### config.mk
export PLATFORM = sky130hd
export DESIGN_NAME = cvxif_offload
export DESIGN_NICKNAME = d
export VERILOG_FILES = /design/src/rtl/cvxif_pkg.sv /design/src/rtl/cvxif_timeout.sv /design/src/rtl/cvxif_offload.sv
export SDC_FILE = /design/constraint.sdc
export NUM_CORES = 1
export LEC_CHECK = 0
export ABC_AREA = 1
export BUFFER_PORTS_ARGS = -buffer_cell sky130_fd_sc_hd__buf_4
export CAP_MARGIN = 20
export CORE_ASPECT_RATIO = 0.8
export CORE_MARGIN = 8
export CORE_UTILIZATION = 50
export DETAILED_ROUTE_END_ITERATION = 10
export PLACE_DENSITY = 0.82
export REMOVE_ABC_BUFFERS = 1
export SYNTH_ARGS = -nofsm -noshare
export SYNTH_HDL_FRONTEND = slang
export SYNTH_SLANG_ARGS = --single-unit
### constraint.sdc
create_clock -name clk -period 2.3 [get_ports clk]
set_clock_uncertainty 0.1 [all_clocks]
set_input_delay 0.345 -clock clk [delete_from_list [all_inputs] [get_ports clk]]
set_output_delay 0.345 -clock clk [all_outputs]
set_load 0.03 [all_outputs]
### src/rtl/cvxif_pkg.sv
// cvxif_pkg: shared types and defaults for the CV-X-IF offload unit.
package cvxif_pkg;
    localparam int XLEN_DEF = 32;
    localparam int TIMEOUT_CYCLES_DEF = 255;
    localparam logic [6:0] CUSTOM3_OPCODE = 7'b1111011;
    typedef enum logic [2:0] {IDLE, ISSUE, REGS, WAITRES, RESP} state_t;
    function automatic int cnt_width(input int n);
        return n < 2 ? 1 : $clog2(n);
    endfunction
    localparam int TIMEOUT_W_DEF = cnt_width(TIMEOUT_CYCLES_DEF);
endpackage

### src/rtl/cvxif_timeout.sv
// cvxif_timeout: per-phase wait counter; expired on the last allowed cycle of a phase.
module cvxif_timeout import cvxif_pkg::*; #(
    parameter int TIMEOUT_CYCLES = TIMEOUT_CYCLES_DEF,
    parameter int CW = cnt_width(TIMEOUT_CYCLES)
) (
    input  logic clk,
    input  logic rst_n,
    input  logic clear,
    input  logic enable,
    output logic expired
);
    logic [CW-1:0] cnt_q;
    always_ff @(posedge clk or negedge rst_n) begin
        if (!rst_n) cnt_q <= '0;
        else if (clear) cnt_q <= '0;
        else if (enable) cnt_q <= cnt_q + CW'(1);
    end
    assign expired = enable && cnt_q == CW'(TIMEOUT_CYCLES - 1);
endmodule

### src/rtl/cvxif_offload.sv
// cvxif_offload: forwards one instruction at a time from the core to a CV-X-IF
// coprocessor through issue, register and result phases, with a per-phase timeout.
module cvxif_offload import cvxif_pkg::*; #(
    parameter int XLEN = XLEN_DEF,
    parameter int TIMEOUT_CYCLES = TIMEOUT_CYCLES_DEF
) (
    input  logic            clk,
    input  logic            rst_n,
    input  logic            req_valid,
    output logic            req_ready,
    input  logic [31:0]     req_instr,
    input  logic [XLEN-1:0] req_rs0,
    input  logic [XLEN-1:0] req_rs1,
    input  logic [4:0]      req_rd,
    output logic            rsp_valid,
    input  logic            rsp_ready,
    output logic            rsp_accept,
    output logic            rsp_error,
    output logic            rsp_we,
    output logic [4:0]      rsp_rd,
    output logic [XLEN-1:0] rsp_data,
    output logic            issue_valid,
    input  logic            issue_ready,
    output logic [31:0]     issue_req_instr,
    input  logic            issue_resp_accept,
    input  logic            issue_resp_writeback,
    input  logic [1:0]      issue_resp_register_read,
    output logic            register_valid,
    input  logic            register_ready,
    output logic [XLEN-1:0] register_rs0,
    output logic [XLEN-1:0] register_rs1,
    output logic [1:0]      register_rs_valid,
    input  logic            result_valid,
    output logic            result_ready,
    input  logic [XLEN-1:0] result_data
);
    state_t          state_q;
    logic [31:0]     instr_q;
    logic [XLEN-1:0] rs0_q, rs1_q, data_q;
    logic [4:0]      rd_q;
    logic [1:0]      mask_q;
    logic            acc_q, wb_q, we_q, err_q, expired;

    // Counter restarts whenever a new phase begins: from IDLE or on each phase handshake.
    cvxif_timeout #(.TIMEOUT_CYCLES(TIMEOUT_CYCLES)) u_timeout (
        .clk(clk),
        .rst_n(rst_n),
        .clear(state_q == IDLE || (issue_valid && issue_ready) || (register_valid && register_ready)),
        .enable(issue_valid || register_valid || result_ready),
        .expired(expired)
    );

    always_ff @(posedge clk or negedge rst_n) begin
        if (!rst_n) begin
            state_q <= IDLE;
            instr_q <= '0;
            rs0_q   <= '0;
            rs1_q   <= '0;
            rd_q    <= '0;
            data_q  <= '0;
            mask_q  <= '0;
            acc_q   <= 1'b0;
            wb_q    <= 1'b0;
            we_q    <= 1'b0;
            err_q   <= 1'b0;
        end else begin
            case (state_q)
                IDLE: if (req_valid) begin
                    instr_q <= req_instr;
                    rs0_q   <= req_rs0;
                    rs1_q   <= req_rs1;
                    rd_q    <= req_rd;
                    data_q  <= '0;
                    acc_q   <= 1'b0;
                    we_q    <= 1'b0;
                    err_q   <= 1'b0;
                    state_q <= ISSUE;
                end
                ISSUE: if (issue_ready) begin
                    acc_q   <= issue_resp_accept;
                    wb_q    <= issue_resp_writeback;
                    mask_q  <= issue_resp_register_read;
                    state_q <= !issue_resp_accept ? RESP :
                               issue_resp_register_read != 2'b00 ? REGS :
                               issue_resp_writeback ? WAITRES : RESP;
                end else if (expired) begin
                    err_q   <= 1'b1;
                    state_q <= RESP;
                end
                REGS: if (register_ready) state_q <= wb_q ? WAITRES : RESP;
                else if (expired) begin
                    err_q   <= 1'b1;
                    state_q <= RESP;
                end
                WAITRES: if (result_valid) begin
                    data_q  <= result_data;
                    we_q    <= 1'b1;
                    state_q <= RESP;
                end else if (expired) begin
                    err_q   <= 1'b1;
                    state_q <= RESP;
                end
                RESP: if (rsp_ready) state_q <= IDLE;
                default: state_q <= IDLE;
            endcase
        end
    end

    assign req_ready         = rst_n && state_q == IDLE;
    assign issue_valid       = state_q == ISSUE;
    assign issue_req_instr   = issue_valid ? instr_q : '0;
    assign register_valid    = state_q == REGS;
    assign register_rs_valid = register_valid ? mask_q : 2'b00;
    assign register_rs0      = register_valid && mask_q[0] ? rs0_q : '0;
    assign register_rs1      = register_valid && mask_q[1] ? rs1_q : '0;
    assign result_ready      = state_q == WAITRES;
    assign rsp_valid         = state_q == RESP;
    assign rsp_accept        = rsp_valid && acc_q;
    assign rsp_error         = rsp_valid && err_q;
    assign rsp_we            = rsp_valid && we_q;
    assign rsp_rd            = rsp_valid ? rd_q : '0;
    assign rsp_data          = rsp_valid ? data_q : '0;
endmodule

==> results list, run 1 <==
- Outcome: finished with violations
* Violations in the final reports: negative hold slack
- The total count of max-transition violations in the final report came to 0.
- The number of global-route vias before repair was 6389.
* Detail-routed net length per standard cell: 15.70 µm
* Least-Margin Pin Slew: 0.8198 ns
- Number of design-rule violations left by the first detailed-router iteration: 434
* Overall via count from detail_route: 6441
- Post-synthesis cell type with the largest combined area: sky130_fd_sc_hd__dfrtp_1
* Number of warnings reported in the yosys synthesis log: 0
* Remaining design rule violation count: 0
- Final worst path period need: 2.247 ns
* Wire length of the first global-routing pass: 32060 µm
- Setup TNS: 0 ns
- Vias per std cell: 4.814
* Placer Congestion: 0.8462
- Pre-CTS WS: 0.2615 ns
- Final critical-path setup slack: 0.05278 ns
- Count of cells along the worst register-to-register path: 6
* Min-Delay Path Class: in2async
* CTS root buf: sky130_fd_sc_hd__clkbuf_16
* Number of port buffers: 286
* DPL Wire Length: 14970 µm
- In this run the cell area of the synthesized design comes to 0.007201 mm².
* Cell type of the slowest stage on the worst timing path: sky130_fd_sc_hd__dfrtp_1
* Power density normalized to cell area: 1188 mW/mm²
- Clock sink count: 150
* Period Utilization, post-route: 97.71%
- In this run the critical register-to-register path is launched from state_q[2].
- The number of antenna violations at the first check in global routing is 0.
* Largest family of logic cells by synthesized area: simple AND/OR/NAND/NOR gates
- The count of nets left with antenna violations once routing finished came out at 0.
* Portion of synthesized cell area occupied by the leading cell type: 52.13%
- Fraction of the mapped netlist area in compound gates: 13.92%
* Simple-gate share of the synthesized area: 20.07%
- The cell count after synthesis came out at 863.
* Number of maximum-capacitance violations: 0
- Synthesis inferred 150 register bits.
- All-Layer GR Usage: 22.05%
* Worst-case hold slack: -0.09251 ns
- The worst-case IR drop observed on VDD is 0.8494 mV.
- The synthesized netlist devotes 0.3475% of its cell area to adder and majority cells.
- In this run the worst setup path begins at state_q[1].
- Count of antenna diodes in the layout: 0
- Count of pins on the block boundary: 287
* Number of rows in the core area: 39
- The top cell types in the final layout, fill and taps aside, are 292 x sky130_fd_sc_hd__buf_4, 166 x sky130_fd_sc_hd__nand2_1, 154 x sky130_fd_sc_hd__inv_1.
- The final layout contains 1288 nets.
- Area growth from synthesis to final layout: 39.84%
* Worst setup SP type: flip-flop
- In this run the number of H-tree levels came out at 4.
* Initial core utilization: 50.71%
- Clock-pin slew was measured on the worst setup and hold paths at 0.06 ns.
- Worst path most repeated cell: sky130_fd_sc_hd__nand2_2
* Top fanout value on the critical path: 33
- For this block, the routed nets add up to 21010 µm of wire.
- Critical Path End Type: output port
- Drt first pass iters: 4
- Overall power consumption after layout is estimated at 11.96 mW.
- Entering global routing, the biggest net connects 151 pins.
- Most common cell after layout, fill and taps aside: sky130_fd_sc_hd__buf_4
* Worst-Skew Late Latency: 0.41 ns
- Summed over all cells, the static leakage comes to 5.234 nW.
- Setup violations remaining at the end of the flow were counted as 0.
- GRT overflow: 0
- The core region is 0.01420 mm².
* Longest Clk Path Bufs: 2
- The die covers 0.01852 mm².
- CP arrival: 1.80 ns
- Count of different cell masters after synthesis: 30
- On the worst path, the slowest cell contributes a delay of 0.41 ns.
* Width of the chip: 150.2 µm
- The critical path is of the reg2out type.
- Traced cell by cell, the critical path runs through inv_4 -> nor2_4 -> nand2_2 -> inv_2 -> nand2_2 -> buf_8 -> nor2_1 -> buf_4.
* Total CTS buffers: 17
- XOR/XNOR Fraction of Synth Area: 0.3649%
* Fraction of final layout cells with drive strength greater than 1: 37.95%
* Part of the Yosys area used for sequential elements: 52.13%
- Synth top area cells: sky130_fd_sc_hd__dfrtp_1 52%, sky130_fd_sc_hd__nand2_1 8.7%, sky130_fd_sc_hd__o21ai_2 8.6%
* Share of cell area taken by muxes after synthesis: 0%
* CP Data Required Time: 1.86 ns
* Fmax: 445.0 MHz
- The count of endpoints failing hold in the final timing report is 32.
* Slew margin rel.: 45.35%
* Average cell area after synthesis: 8.344 µm²
- From bottom edge to top edge, the die measures 123.3 µm.
* TritonCTS clock tree: yes
==> flip-flops by register name (all words and copies together), names as in the netlist, 2 cells and up <==
| register | count |
|---|---|
| mask_q | 2 |
| instr_q | 32 |
| state_q | 3 |
| rd_q | 5 |
| u_timeout.cnt_q | 8 |
| data_q | 32 |
| rs0_q | 32 |
| rs1_q | 32 |
==> layout make-up <==
cell class / count / area (µm²)
Tap cell: 184 / 230.2
Timing Repair Buffer: 301 / 2341
Multi-Input combinational cell: 511 / 2556
Clock inverter: 11 / 125.1
Sequential cell: 150 / 3756
Clock buffer: 20 / 446.7
Inverter: 161 / 614.3
Fill cell: 1123 / 4130
==> kinds of logic (layout without fill, tap and decap cells) <==
| group | count (synthesis) | count (layout) |
|---|---|---|
| and+or+nand+nor | 359 | 360 |
| buffers and inverters | 203 | 493 |
| DFF | 150 | 150 |
| AOI/OAI and AO/OA | 146 | 146 |
| xor gates and xnor gates | 3 | 3 |
| adders and majority gates | 2 | 2 |
==> cell usage after synthesis, drive strengths merged <==
cell type  number
nand3           9
ha              2
nor2          167
o21ai         142
a22o            1
xor2            3
a31oi           1
nand4           3
a21oi           2
or2             1
clkbuf          5
dfrtp         150
buf            37
inv           161
nor3            3
and3            1
nand3b          1
nand2         174
==> power breakdown <==
part	total, mW	switching, mW	internal (mW)
clock network	2.70	1.08	1.62
logic	5.22	3.44	1.78
registers	4.04	0.335	3.71
==> per-layer routing <==
layer	track usage, %	share of wire, %
met3	8.449	11
met4	6.417	1.3
met1	25.71	39
met5	0	0
met2	37.44	49
==> worst max-delay path, delay by kind of cell, from the launching register on <==
| family | cells | cell delay [ns] |
|---|---|---|
| and+or+nand+nor | 4 | 0.42 |
| DFF | 1 | 0.41 |
| buffers and inverters | 4 | 0.52 |
==> timing repair <==
item	4_1_cts	5_1_grt
hold buffers	0	0
endpoints found under the setup margin	68	88
setup buffers	2	2
gates cloned	0	1
gates resized for setup	7	20
==> per-stage QoR <==
stage	hold slack, ns	utilization, %	std cells	instance area (µm²)
2_1_floorplan	-0.05059	-	821	6862
3_3_place_gp	0.3781	66.04	1302	9378
3_5_place_dp	0.3773	66.04	1302	9378
4_1_cts	0.001906	70.31	1335	9985
5_1_grt	0.02346	70.91	1338	10070
6_report	-0.09251	70.91	1338	10070
==> path summary, 6_finish.rpt <==
path                                      end  slack, ns
setup / recovery             register_rs0[29]       0.05
hold / removal                    instr_q[18]      -0.09
setup reg to reg           u_timeout.cnt_q[2]       0.37
hold reg to reg                         err_q       0.39
max in group asynchronous  u_timeout.cnt_q[0]       1.55
min in group clk                   instr_q[6]       0.03
No activity file was read; power rests on OpenSTA's default activity.
==> inputs of run 2 (changes only) <==
- SYNTH_HIERARCHICAL: default -> 1
==> run 2 against run 1 <==
The flow still finishes with violations (negative hold slack). Via count fell by 1.2%. Design area fell by 0.98%. Synthesized cell count rose by 0.46%. Non-clock buffer count fell by 4. Sequential power fell by 2%. Combinational power fell by 7.1%. Critical path type unchanged.
==> results list, run 2 <==
* Min-Delay Path Class: in2async
- The library cell used most frequently in the layout, excluding fill and tap cells, is sky130_fd_sc_hd__buf_4.
- TritonCTS built the clock tree.
* Total wire length: 20420 µm
- The largest individual stage delay along the critical path comes from the cell sky130_fd_sc_hd__dfrtp_2.
- CTS saw 150 sinks.
* Final setup fails: 0
- Final hold violation count: 70
* Part of the total power dissipated in combinational logic: 42.0%
- Most used standard cells in the synthesized netlist: 259 x sky130_fd_sc_hd__nor2_1, 157 x sky130_fd_sc_hd__inv_1, 150 x sky130_fd_sc_hd__dfrtp_1, 73 x sky130_fd_sc_hd__nand2_1, 58 x sky130_fd_sc_hd__a21oi_2
- The number of antenna violations at the first check in global routing is 0.
* Simple-gate share of the synthesized area: 20.27%
- Power spread over the standard cell area amounts to 1157 mW/mm².
- Fraction of final layout cells with drive strength greater than 1: 35.67%
- The H-tree generated during clock tree synthesis spans 4 levels.
* Count of different cell masters after synthesis: 27
- A synthesized cell averages 8.243 µm².
* Vias per std cell: 4.752
- The clock network burns 23.8% of the power.
- The total count of max-transition violations in the final report was 0.
- Max rail drop VDD: 0.8829 mV
- Power dissipated by switching net loads: 4.605 mW
* Fraction of the mapped netlist area in compound gates: 13.90%
* Number of port buffers: 286
- At the end of the flow, the number of nets in the layout was 1288.
* Fmax: 450.0 MHz
- TritonCTS created 17 clock buffers.
- Top-count cell post-synth: sky130_fd_sc_hd__nor2_1
* All-Layer GR Usage: 21.42%
- Longest Clk Path Bufs: 2
- Least-Margin Pin Slew: 0.7726 ns
- The routed layout has 6363 vias.
- Final worst path period need: 2.222 ns
- In this design, the stage delay of the slowest critical-path cell is 0.44 ns.
- Launch point of the worst path: state_q[2]
* Remaining design rule violation count: 0
- Area of all placed cells without fillers: 0.009971 mm²
* Worst setup SP type: flip-flop
- The internal power of the cells totals 6.932 mW.
- The first global-routing pass estimated 31180 µm of wire.
- The filler cells instantiated in the layout total 1089.
- The detailed router finished its first iteration with 323 violations.
- The later pin in the worst-skew pair is clocked with a latency of 0.41 ns.
* Clock transition at path regs: 0.06 ns
* Part of the Yosys area used for sequential elements: 52.52%
- After synthesis, the largest family of logic cells by area is simple AND/OR/NAND/NOR gates.
* Setup TNS: 0 ns
* Quantity of hold-fixing buffers added after cts: 0
* Number of warnings reported in the yosys synthesis log: 6
* Critical path type: reg2out
* Post-synth design cell area: 0.007147 mm²
* Outcome: finished with violations
* Violations in the final reports: negative hold slack
- The biggest area contributor in the post-synthesis netlist is sky130_fd_sc_hd__dfrtp_1.
- Leak pwr: 5.425 nW
- Counting flops with an async set or reset pin after synthesis yields a share of 100.0%.
- The worst path uses 96.62% of the clock period.
* Placer Congestion: 0.8239
- The synthesized design devotes to its leading area cell type 52.52% of total area.
- Pin count of the biggest net entering global routing: 151
- Leading cell types in the layout, fill and taps excluded: 289 x sky130_fd_sc_hd__buf_4, 252 x sky130_fd_sc_hd__nor2_1, 157 x sky130_fd_sc_hd__inv_1
- Measured against the total synthesized area, the mux share comes to 0%.
- Summing all placed instances gives a cell area of 0.009309 mm².
- Data on the critical path arrives at its endpoint at 1.78 ns.
* Worst reg2reg startpoint: state_q[1]
- For the worst setup path, the data required time is 1.86 ns.
- Pin placement for this block handled 287 I/O pins.
- Setup repair after global routing missed its margin: true
- Power Total: 11.54 mW
- GRT overflow: 0
* Critical Path End Type: output port
- DPL Wire Length: 14760 µm
* Flip-flop and latch count after synthesis: 150
- Net switching is 39.91% of the power.
* Cells along the critical path: inv_4 -> nand2_1 -> nor2_4 -> nand2_1 -> buf_6 -> nor2_1 -> buf_4
* Post-route ant nets: 0
* Sequential cell fraction of total power: 34.2%
- The die covers 0.01840 mm².
- The die is 149.7 µm wide.
* Top fanout value on the critical path: 33
* Post-synth EDFFs: 0
- Sorting the synthesized cells by area gives the leading types as sky130_fd_sc_hd__dfrtp_1 53%, sky130_fd_sc_hd__nor2_1 14%, sky130_fd_sc_hd__inv_1 8.2%.
* Detail-routed net length per standard cell: 15.25 µm
- The number of antenna diodes in the final layout is 0.
- The most numerous cell type found on the critical path is sky130_fd_sc_hd__nand2_1.
- Row generation in the floorplan step produced 39 rows.
- After Yosys synthesis, XOR and XNOR cells account for 0% of the synthesized area.
* Initial core utilization: 50.68%
- Area growth from synthesis to final layout: 39.51%
- The total area inside the core boundary comes to 0.01410 mm².
- Drt first pass iters: 5
* Number of global-route vias before repair: 6287
- The die is 122.9 µm tall.
* Instance count of the mapped netlist: 867
* Post-Synth Adder-Cell Area: 0.3501%
* Number of maximum-capacitance violations: 0
- Primary FF master, synth: sky130_fd_sc_hd__dfrtp_1
* CTS root buf: sky130_fd_sc_hd__clkbuf_16
- The tightest hold path in the finished design has a slack of -0.03943 ns.
- Headroom to the max-slew limit came out at 48.50%.
## run 2: per-layer routing
| metal | wire length, µm | vias to the layer above | track usage, % | part of all wire, % |
|---|---|---|---|---|
| li1 | - | 3156 | - | - |
| met1 | 8112 | 2943 | 25.06 | 40 |
| met2 | 9588 | 242 | 34.80 | 47 |
| met3 | 2466 | 22 | 10.17 | 12 |
| met4 | 250 | 0 | 6.231 | 1.2 |
| met5 | 0 | - | 0 | 0 |
## run 2: critical path, delay by kind of cell (launching register included)
kind	cells	cell delay [ns]
DFF	1	0.44
buffers and inverters	3	0.45
and+or+nand+nor	4	0.44
## run 2: repair_timing
item,in CTS,in global routing
resized for setup,7,11
buffers inserted,0,3
setup endpoints to repair,104,105
pin swaps,0,1
## run 2: cell families after synthesis
family | count (synthesis)
simple gates | 361
buf+inv | 201
compound gates | 153
flops | 150
fa+ha+maj | 2
## run 2: metrics by stage
step / setup WS [ns] / instances / util (%)
2_1_floorplan: -0.7578 / 826 / -
3_3_place_gp: 0.4046 / 1304 / 66.01
3_5_place_dp: 0.3257 / 1304 / 66.01
4_1_cts: -0.009333 / 1336 / 70.35
5_1_grt: -0.002523 / 1339 / 70.70
6_report: 0.07772 / 1339 / 70.70
## run 2: path summary, 6_finish.rpt
kind | to | slack (ns) | cells after the start
worst min register to register | mask_q[1] | 0.39 | 2
worst max register to register | u_timeout/cnt_q[6] | 0.33 | 12
min in group clk | data_q[19] | 0.04 | 3
max in group asynchronous | u_timeout/cnt_q[3] | 1.57 | 2
worst min-delay path | instr_q[30] | -0.04 | 2
worst max-delay path | register_rs0[31] | 0.08 | 7
## run 2: area by class of cell
| type | instances | area [µm²] | share of cell area (%) |
|---|---|---|---|
| Sequential cell | 150 | 3757 | 37.68 |
| Multi-Input combinational cell | 516 | 2496 | 25.03 |
| Timing Repair Buffer | 297 | 2293 | 23.00 |
| Inverter | 160 | 603.1 | 6.048 |
| Clock buffer | 21 | 470.5 | 4.718 |
| Tap cell | 184 | 230.2 | 2.309 |
| Clock inverter | 11 | 120.1 | 1.205 |
## run 2: power by group through the flow
stage / clock network [mW] / logic, mW / registers, mW
after CTS: 2.80 / 4.84 / 3.94
after global routing: 2.91 / 5.30 / 4.03
after floorplan: 0 / 3.19 / 3.90
after detailed placement: 0 / 4.78 / 3.98
final: 2.75 / 4.85 / 3.94
after global placement: 0 / 4.68 / 3.93
==> inputs of run 3 (changes only) <==
- CORE_UTILIZATION: 50 -> 25
- PLACE_DENSITY: 0.82 -> 0.48
==> run 3 against run 2 <==
The run now ends clean. Wire length is 6.9% higher. Sequential cell count stayed put. Core utilization is 34 points lower. Setup slack worse by 0.016 ns. Register-to-register slack better by 0.03 ns. Critical path type unchanged.
==> results list, run 3 (same netlist as run 2, synthesis figures left out) <==
- The slowest stage of the critical path belongs to the cell sky130_fd_sc_hd__dfrtp_2.
* Wire length of the first global-routing pass: 34790 µm
- The worst setup path is of the reg2out kind.
* Number of maximum-capacitance violations: 0
- DPL Wire Length: 15740 µm
* All-Layer GR Usage: 12.68%
- Fmax: 446.7 MHz
- Count of antenna diodes in the layout: 0
- Sequential cell fraction of total power: 33.3%
- TritonCTS built the clock tree.
- Cell internal power was estimated by the tool at 7.118 mW.
- The count of buffers added on input and output ports is 286.
- Width of the chip: 205.0 µm
- After layout, the worst path uses 97.33% of the clock period.
- Clock tree synthesis selected as its root buffer the cell sky130_fd_sc_hd__clkbuf_16.
- The first routing iteration left 241 violations.
- Pin count of the biggest net entering global routing: 87
- Longest Clk Path Bufs: 2
- The flow ran to the end, and the final reports show no timing, DRC or antenna violations.
* Final hold violation count: 0
- Top fanout value on the critical path: 33
* Area of all placed cells without fillers: 0.01043 mm²
- Pre-CTS WS: 0.2986 ns
- After clock tree synthesis, the clock-pin slew on the worst setup and hold paths is 0.06 ns.
- CP Data Required Time: 1.86 ns
- In the layout the commonest cells are 285 x sky130_fd_sc_hd__buf_4, 237 x sky130_fd_sc_hd__nor2_1, 157 x sky130_fd_sc_hd__inv_1.
* GRT overflow: 0
* Fraction of final layout cells with drive strength greater than 1: 36.57%
- Detailed routing inserted a total of 6113 vias.
- In this run the core area contains 55 standard-cell rows.
- Setup TNS: 0 ns
- Vias per std cell: 3.982
* Power Total: 11.78 mW
* Total wire length: 21830 µm
* Relative contribution of the clock network to total power: 25.2%
* Detail-routed net length per standard cell: 14.22 µm
- The number of global-route vias before repair was 6256.
* Remaining design rule violation count: 0
* Final worst path period need: 2.239 ns
- The worst-case IR drop observed on VDD is 0.5357 mV.
* Post-route ant nets: 0
- Initial core utilization: 25.33%
* Nets: 1300
- Setup violations remaining at the end of the flow were counted as 0.
- For this design the total switching power over the nets is 4.659 mW.
- DIE AREA: 0.03429 mm²
- In this run the cell area measured after placement is 0.009597 mm².
- The total count of max-transition violations in the final report was 0.
- Power spread over the standard cell area amounts to 1129 mW/mm².
- The signal on the critical path passes through inv_4 -> nand2_1 -> nor2_4 -> nand2_1 -> buf_12 -> nor2_1 -> buf_4.
* Final critical-path setup slack: 0.06133 ns
- Worst path most repeated cell: sky130_fd_sc_hd__nand2_1
* Clock sink count: 150
* Overall die height: 167.2 µm
* Worst-Skew Late Latency: 0.42 ns
* Delay of the slowest cell on the worst path: 0.46 ns
- Area growth from synthesis to final layout: 45.92%
* Slew margin rel.: 43.34%
* Drt first pass iters: 4
* Most common cell after layout, fill and taps aside: sky130_fd_sc_hd__buf_4
- Part of the total power dissipated in combinational logic: 41.4%
* Cell family with the largest share of critical-path delay: flip-flops
- Number of antenna violations at the first check in global routing: 0
* Critical path buffer and inverter count: 3
- Total CTS buffers: 17
* Count of pins on the block boundary: 287
- Setup repair after global routing missed its margin: true
- Switching share of total power: 39.56%
- Cells fill 36.96% of the core in the end.
* CP arrival: 1.79 ns
- The core region is 0.02821 mm².
* Placer Congestion: 0.7656
* Least-Margin Pin Slew: 0.8499 ns
- Worst setup SP type: flip-flop
- Min-Delay Path Class: in2reg
- For this design the static power due to leakage is 5.473 nW.
- STA classifies the critical path endpoint as an output port.
* Depth of the CTS H-tree: 4
[run 3: tightest hold or removal path: stages]
cell and delay, ns:
sky130_fd_sc_hd__buf_4 0.08, sky130_fd_sc_hd__nand2_1 0.04, sky130_fd_sc_hd__o21ai_0 0.06
[run 3: stage by stage]
stage               hold slack, ns  cells
floorplan                 -0.05059    826
global placement            0.3631   1494
CTS                      0.0009087   1535
detailed placement          0.3627   1494
global route               0.01843   1535
finish                     0.03094   1535
[run 3: area by class of cell]
cell class / instances / area, µm²
Fill cell: 2964 / 17790
Sequential cell: 150 / 3757
Multi-Input combinational cell: 516 / 2536
Timing Repair Buffer: 309 / 2460
Inverter: 160 / 603.1
Tap cell: 370 / 462.9
Clock buffer: 19 / 432.9
Clock inverter: 11 / 176.4
[run 3: final timing paths]
path / from / end / slack (ns) / cells after the start
min in group asynchronous: rst_n / u_timeout/cnt_q[3] / 0.47 / 3
max in group asynchronous: rst_n / instr_q[15] / 0.86 / 3
worst min-delay path: result_data[19] / data_q[19] / 0.03 / 3
worst max register to register: state_q[2] / state_q[1] / 0.36 / 9
worst max-delay path: state_q[2] / register_rs1[4] / 0.06 / 7
worst min register to register: wb_q / wb_q / 0.39 / 2
[run 3: power by group through the flow]
stage | sequential [mW] | clock [mW] | combinational [mW]
CTS | 3.92 | 3.08 | 4.94
floorplan | 3.90 | 0 | 3.19
finish | 3.92 | 2.97 | 4.88
detailed placement | 3.96 | 0 | 4.88
global route | 4.04 | 3.20 | 5.44
global placement | 3.95 | 0 | 4.85
[run 3: routing by layer]
metal	vias to the layer above	global-route usage [%]	share of wire (%)
met1	2714	17.10	47
met3	19	6.172	11
met2	204	17.54	41
li1	3176	-	-
met5	-	0	0
met4	0	3.755	1.5
[run 3: what timing repair did]
item,in CTS,in global routing
hold buffers,9,0
pin swaps,1,0
gates resized for setup,10,30
buffers inserted,2,0
setup endpoints to repair,139,112
hold endpoints to repair,94,0
